===== config.mk =====
export PLATFORM = sky130hd
export DESIGN_NAME = seven_segment_scanner
export DESIGN_NICKNAME = d
export VERILOG_FILES = /design/src/rtl/seven_segment_pkg.sv /design/src/rtl/seven_segment_scanner_scan_timer.sv /design/src/rtl/seven_segment_scanner.sv
export SDC_FILE = /design/constraint.sdc
export NUM_CORES = 1
export LEC_CHECK = 0
export ABC_AREA = 1
export BUFFER_PORTS_ARGS = -buffer_cell sky130_fd_sc_hd__buf_2
export CAP_MARGIN = 40
export CORE_ASPECT_RATIO = 0.7
export CORE_UTILIZATION = 54
export CTS_CLUSTER_SIZE = 30
export DETAILED_ROUTE_END_ITERATION = 7
export GPL_TIMING_DRIVEN = 1
export PLACE_DENSITY_LB_ADDON = 0.08
export SYNTH_ARGS = -nofsm -noshare
export SYNTH_HDL_FRONTEND = slang
export SYNTH_SLANG_ARGS = --single-unit

===== constraint.sdc =====
create_clock -name i_clk -period 3.9 [get_ports i_clk]
set_input_delay 0.78 -clock i_clk [delete_from_list [all_inputs] [get_ports i_clk]]
set_output_delay 0.78 -clock i_clk [all_outputs]
set_load 0.01 [all_outputs]

===== src/rtl/seven_segment_pkg.sv =====
// rtl/seven_segment_pkg.sv - shared types and constants for the seven-segment scanner
package seven_segment_pkg;

    localparam int DIGIT_W = 4;
    localparam logic [DIGIT_W-1:0] BLANK_CODE = 4'hF;

    typedef enum logic [1:0] {
        IDLE  = 2'd0,
        BLANK = 2'd1,
        DRIVE = 2'd2
    } scan_state_e;

    function automatic int max_int(input int a, input int b);
        return (a > b) ? a : b;
    endfunction

endpackage


===== src/rtl/seven_segment_scanner_scan_timer.sv =====
// rtl/seven_segment_scanner_scan_timer.sv - loadable down-counter with terminal-count flag
module scan_timer #(
    parameter int CNT_W = 2
) (
    input  logic             clk_i,
    input  logic             rst_i,
    input  logic             load_i,
    input  logic [CNT_W-1:0] load_val_i,
    output logic             tc_o
);

    logic [CNT_W-1:0] count_q;
    logic [CNT_W-1:0] count_d;

    // A loaded value N-1 yields exactly N cycles before the terminal count is seen and acted on.
    always_comb begin
        count_d = count_q;
        if (load_i) begin
            count_d = load_val_i;
        end else if (count_q != '0) begin
            count_d = count_q - 1'b1;
        end
    end

    always_ff @(posedge clk_i or posedge rst_i) begin
        if (rst_i) begin
            count_q <= '0;
        end else begin
            count_q <= count_d;
        end
    end

    assign tc_o = (count_q == '0);

endmodule


===== src/rtl/seven_segment_scanner.sv =====
// rtl/seven_segment_scanner.sv - multiplexed BCD display scanner; option SEVEN_SEGMENT_SCANNER_LEADING_ZERO_BLANK_EN
module seven_segment_scanner
    import seven_segment_pkg::*;
#(
    parameter int NUM_DIGITS  = 3,
    parameter int CLK_DIV     = 50000,
    parameter int DEAD_CYCLES = 1000
) (
    input  logic                          i_clk,
    input  logic                          i_rst,
    input  logic                          i_enable,
    input  logic [DIGIT_W*NUM_DIGITS-1:0] i_digits,
    input  logic                          i_load,
    output logic                          o_pending,
    output logic [DIGIT_W-1:0]            o_digit,
    output logic [NUM_DIGITS-1:0]         o_digitEn,
    output logic                          o_frameDone
);

    localparam int CNT_W = $clog2(max_int(CLK_DIV, DEAD_CYCLES));
    localparam int IDX_W = (NUM_DIGITS > 1) ? $clog2(NUM_DIGITS) : 1;
    localparam logic [CNT_W-1:0] DEAD_LOAD  = CNT_W'(DEAD_CYCLES - 1);
    localparam logic [CNT_W-1:0] DRIVE_LOAD = CNT_W'(CLK_DIV - 1);
    localparam logic [IDX_W-1:0] LAST_IDX   = IDX_W'(NUM_DIGITS - 1);

    scan_state_e                   state_q, state_d;
    logic [IDX_W-1:0]              index_q, index_d;
    logic [DIGIT_W*NUM_DIGITS-1:0] shadow_q, shadow_d;
    logic [DIGIT_W*NUM_DIGITS-1:0] pending_q, pending_d;
    logic                          pend_v_q, pend_v_d;
    logic [DIGIT_W-1:0]            o_digit_q, o_digit_d;
    logic [NUM_DIGITS-1:0]         o_digitEn_q, o_digitEn_d;
    logic                          o_frameDone_q;

    logic                          timer_load;
    logic [CNT_W-1:0]              timer_val;
    logic                          timer_tc;
    logic                          frame_end;
    logic [DIGIT_W-1:0]            digit_sel;
    logic                          all_zero;
    logic                          lz_blank;

    scan_timer #(
        .CNT_W(CNT_W)
    ) u_scan_timer (
        .clk_i     (i_clk),
        .rst_i     (i_rst),
        .load_i    (timer_load),
        .load_val_i(timer_val),
        .tc_o      (timer_tc)
    );

    always_comb begin
        state_d    = state_q;
        index_d    = index_q;
        shadow_d   = shadow_q;
        pending_d  = pending_q;
        pend_v_d   = pend_v_q;
        timer_load = 1'b0;
        timer_val  = '0;
        frame_end  = 1'b0;

        unique case (state_q)
            IDLE: begin
                if (i_enable) begin
                    state_d    = BLANK;
                    index_d    = '0;
                    timer_load = 1'b1;
                    timer_val  = DEAD_LOAD;
                end
            end
            BLANK: begin
                if (!i_enable) begin
                    state_d    = IDLE;
                    index_d    = '0;
                    timer_load = 1'b1;
                end else if (timer_tc) begin
                    state_d    = DRIVE;
                    timer_load = 1'b1;
                    timer_val  = DRIVE_LOAD;
                end
            end
            DRIVE: begin
                if (!i_enable) begin
                    state_d    = IDLE;
                    index_d    = '0;
                    timer_load = 1'b1;
                end else if (timer_tc) begin
                    state_d    = BLANK;
                    timer_load = 1'b1;
                    timer_val  = DEAD_LOAD;
                    if (index_q == LAST_IDX) begin
                        index_d   = '0;
                        frame_end = 1'b1;
                    end else begin
                        index_d = index_q + 1'b1;
                    end
                end
            end
            default: begin
                state_d    = IDLE;
                index_d    = '0;
                timer_load = 1'b1;
            end
        endcase

        // The older pending value is promoted first so a load on the boundary cycle becomes the next pending.
        if (frame_end && pend_v_q) begin
            shadow_d = pending_q;
            pend_v_d = 1'b0;
        end
        if (i_load) begin
            if (state_q == IDLE) begin
                shadow_d = i_digits;
            end else begin
                pending_d = i_digits;
                pend_v_d  = 1'b1;
            end
        end
    end

    // Outputs are decoded from next-state values so the registered outputs line up with the state register.
    always_comb begin
        digit_sel   = BLANK_CODE;
        o_digitEn_d = '1;
        for (int k = 0; k < NUM_DIGITS; k++) begin
            if (index_d == IDX_W'(k)) begin
                digit_sel = shadow_d[k*DIGIT_W +: DIGIT_W];
                if (state_d == DRIVE) begin
                    o_digitEn_d[k] = 1'b0;
                end
            end
        end

        all_zero = 1'b1;
        lz_blank = 1'b0;
`ifdef SEVEN_SEGMENT_SCANNER_LEADING_ZERO_BLANK_EN
        for (int k = NUM_DIGITS - 1; k >= 1; k--) begin
            all_zero = all_zero && (shadow_d[k*DIGIT_W +: DIGIT_W] == '0);
            if ((index_d == IDX_W'(k)) && all_zero) begin
                lz_blank = 1'b1;
            end
        end
`endif

        if ((state_d == IDLE) || lz_blank || all_zero == 1'b0 && 1'b0) begin
            o_digit_d = BLANK_CODE;
        end else begin
            o_digit_d = digit_sel;
        end
    end

    always_ff @(posedge i_clk or posedge i_rst) begin
        if (i_rst) begin
            state_q       <= IDLE;
            index_q       <= '0;
            shadow_q      <= {NUM_DIGITS{BLANK_CODE}};
            pending_q     <= {NUM_DIGITS{BLANK_CODE}};
            pend_v_q      <= 1'b0;
            o_digit_q     <= BLANK_CODE;
            o_digitEn_q   <= '1;
            o_frameDone_q <= 1'b0;
        end else begin
            state_q       <= state_d;
            index_q       <= index_d;
            shadow_q      <= shadow_d;
            pending_q     <= pending_d;
            pend_v_q      <= pend_v_d;
            o_digit_q     <= o_digit_d;
            o_digitEn_q   <= o_digitEn_d;
            o_frameDone_q <= frame_end;
        end
    end

    assign o_pending   = pend_v_q;
    assign o_digit     = o_digit_q;
    assign o_digitEn   = o_digitEn_q;
    assign o_frameDone = o_frameDone_q;

endmodule

==> results.yml <==
outcome:
  outcome: "complete, no violations"
route:
  viasPerCell: 5.19
  post-route-drc-count: 0
  wl_met2_mm: 2.63
  highest_layer: "met4"
  met3_length_um: 524
  first_pass_iters: 4
  antenna_left: 0
  wl_per_cell_um: 14.2
  drt-initial-drc-count: 159
  vias: 2437
  wl_mm: 6.66
  wl_met1_mm: 3.45
sta:
  tightestPinTransition_ps: 749
  slew_headroom_pct: 49.9
  setup_viol: 0
  fmax_mhz: 467
  hold_viol: 0
  period_share_pct: 54.9
  fin_hold_ws_ps: 445
  rsz0062_at_grt: "no"
  skew_ps: 7.55
  final_max_slew_viol_count: 0
  fin_crit_ps: 2140
  tns_ps: 0
  setup_slack_ps: 1760
clock_tree:
  clockBufferDepth: 2
  hold_buffers: 0
  cts_resized: 0
  cts_buffers: 5
  cts-htree-levels: 2
  clock_latency_ps: 310
  cts_tree: "yes"
  root_buffer: "clkbuf_8"
  clk_pin_slew_ps: 100
  cts.sinks: 53
  post_cts_buffers: 0
worst_setup_path:
  crit_fanout: 13
  r2r-end: "o_digit[2]"
  worstPathArrival_ps: 2380
  crit_start: "u_scan_timer.count_q[0]"
  ff2ff_path_depth: 13
  endpoint_kind: "register"
  path_delay_family: "simple AND/OR/NAND/NOR gates"
  startpoint_type: "register"
  timing.rr.start: "u_scan_timer.count_q[0]"
  crit_buf_inv: 1
  regToRegSetupSlack_ps: 1760
  crit_chain: "inv_1 > ha_1 > nand2_2 > nor2_8 > nand2_8 > nor2_8 > nand3_4 > nand2_1 > nand3_1 > nand2_1 > nand2_1 > nand2_1 > nand3_1"
  cp_common_cell: "nand2_1"
  cp_slowest_cell: "dfrtp_1"
  max_stage_delay_ps: 440
  required_ps: 4140
  worst-path-stages: 13
  worstSetupPathType: "register to register"
floorplanning:
  fp.coreArea_sq_mm: 0.00537
  top_level_ports: 25
  die_area_sq_mm: 0.00602
  die_w_um: 92.3
  fp.dieH_um: 65.2
  initial_core_util_pct: 57.4
  row_count: 22
synthesis:
  synth_async_sr_flop_share_pct: 100
  syn-instance-count: 373
  seq_area_frac_synth_pct: 44.3
  netlist_area_sq_mm: 0.00308
  syn_avg_cell_area_sq_um: 8.27
  ys_seq_elements: 53
  synth_cell_types: 38
  synth-edff-count: 0
  ys_warn_count: 0
  synth_ff_type: "dfstp_2"
  syn_nets: 394
final_layout:
  fillers: 493
  diodes: 0
  final_layout_size_suffix_gt1_share_pct: 29.6
  syn_to_final_growth_pct: 8.89
  nNetsFinal: 418
  fin_area_sq_mm: 0.00336
global_routing:
  grt_first_pass_wirelength_mm: 11.0
  grt_max_degree: 37
  grt_pass1_vias: 2184
  antenna_found_initial: 0
  grt_usage_pct: 24.2
  grt-ovfl-total: 0
placed_design:
  hpwl_mm: 4.86
  placed_cell_area_sq_mm: 0.00326
  preCtsSetupSlack_ps: 1620
  io_buffer_count: 24
  gp_congestion: 0.862
worst_hold_path:
  hold_path.class: "input pin to asynchronous set/reset pin"
pwr:
  p_leak_nw: 1.72
  irDropWorstVdd_mv: 0.308
  p_per_area_mw_per_mm2: 713
run:
  drv_cap: 0
## synthesized netlist by cell type (2+ instances only)
library cell,instances,area (sq um)
nor2_2,5,31.3
dfstp_2,31,815
nand4_2,2,25.0
a21oi_1,27,135
nand2_1,79,297
nor2_4,7,78.8
nor2_1,26,97.6
o21ai_0,14,70.1
or2_2,2,12.5
buf_4,2,15.0
nor2_8,3,60.1
buf_6,2,22.5
dfrtp_1,22,551
nand4_1,13,81.3
clkbuf_1,5,18.8
nand3_1,23,115
nand2_4,2,22.5
inv_2,4,15.0
ha_1,5,62.6
o22ai_1,2,12.5
inv_1,58,218
xnor2_1,2,17.5
nand2_2,16,100
nand3_2,7,70.1
## state kept, by name (all words and copies together), names as in the netlist
| signal | count |
|---|---|
| shadow_q | 12 |
| index_q | 2 |
| o_frameDone | 1 |
| o_pending | 1 |
| state_q | 2 |
| u_scan_timer.count_q | 16 |
| o_digitEn | 3 |
| o_digit | 4 |
| pending_q | 12 |
## kinds of logic after synthesis
kind of cell,Yosys count,share of synthesized area [%]
flip-flops,53,44.3
AO/OA/AOI/OAI,48,8.20
AND/OR/NAND/NOR,193,35.3
adder cells (fa/ha/maj),5,2.03
XOR/XNOR,3,0.852
buffers and inverters,71,9.37
## report_power, final
part,internal [W],total [W],switching (W)
Sequential,0.000856,0.000981,0.000126
Combinational,0.000379,0.00108,0.000702
Clock,0.000145,0.000330,0.000185
Total,0.00138,0.00239,0.00101
## worst reg2reg max path, cell delays in order (launching register included)
cell	delay [ps]
dfrtp_1	440
inv_1	80
ha_1	190
nand2_2	150
nor2_8	180
nand2_8	100
nor2_8	220
nand3_4	220
nand2_1	130
nand3_1	70
nand2_1	100
nand2_1	70
nand2_1	60
nand3_1	80
## layout make-up
type	count	area [sq um]	share of cell area, %
Inverter	62	233	6.93
Multi-Input combinational cell	249	1430	42.6
Clock buffer	7	86.3	2.57
Tap cell	72	90.1	2.68
Timing Repair Buffer	26	148	4.40
Clock inverter	1	6.26	0.186
Sequential cell	53	1370	40.7
## routing by layer
layer | vias up | GRT usage, %
li1 | 1238 | -
met4 | 0 | 6.64
met3 | 4 | 5.79
met2 | 66 | 31.4
met1 | 1129 | 39.0
met5 | - | 0
## cell usage in the layout, fill, tap and decap left out, drive strengths merged
cell    synthesis  routed
and3            1       1
nand3          31      31
nor3            1       1
buf             4      26
xor2            1       1
nand3b          1       1
dfstp          31      31
a31oi           1       1
a211oi          1       1
ha              5       5
dfrtp          22      22
o21ai          15      15
o22ai           2       2
xnor2           2       2
nand4          16      16
nand2          98      98
nor4            1       1
o21a            1       1
clkbuf          5       7
nor2           41      41
or2             3       3
a21oi          28      28
inv            62      63
## worst max path at each step
stage,end,slack [ps]
2_1_floorplan,index_q[0],1890
3_3_place_gp,o_digit[1],1650
6_report,o_digit[2],1760
4_1_cts,o_digit[2],1790
5_1_grt,o_digit[1],1580
3_5_place_dp,o_digit[3],1620
## per-stage QoR
step	util (%)	std cells	total power [W]
4_1_cts	62.5	470	0.00240
2_1_floorplan	-	373	0.00185
5_1_grt	62.5	470	0.00258
3_3_place_gp	60.3	460	0.00204
6_report	62.5	470	0.00239
3_5_place_dp	60.8	462	0.00206
Power figures use the tool's default switching activity.
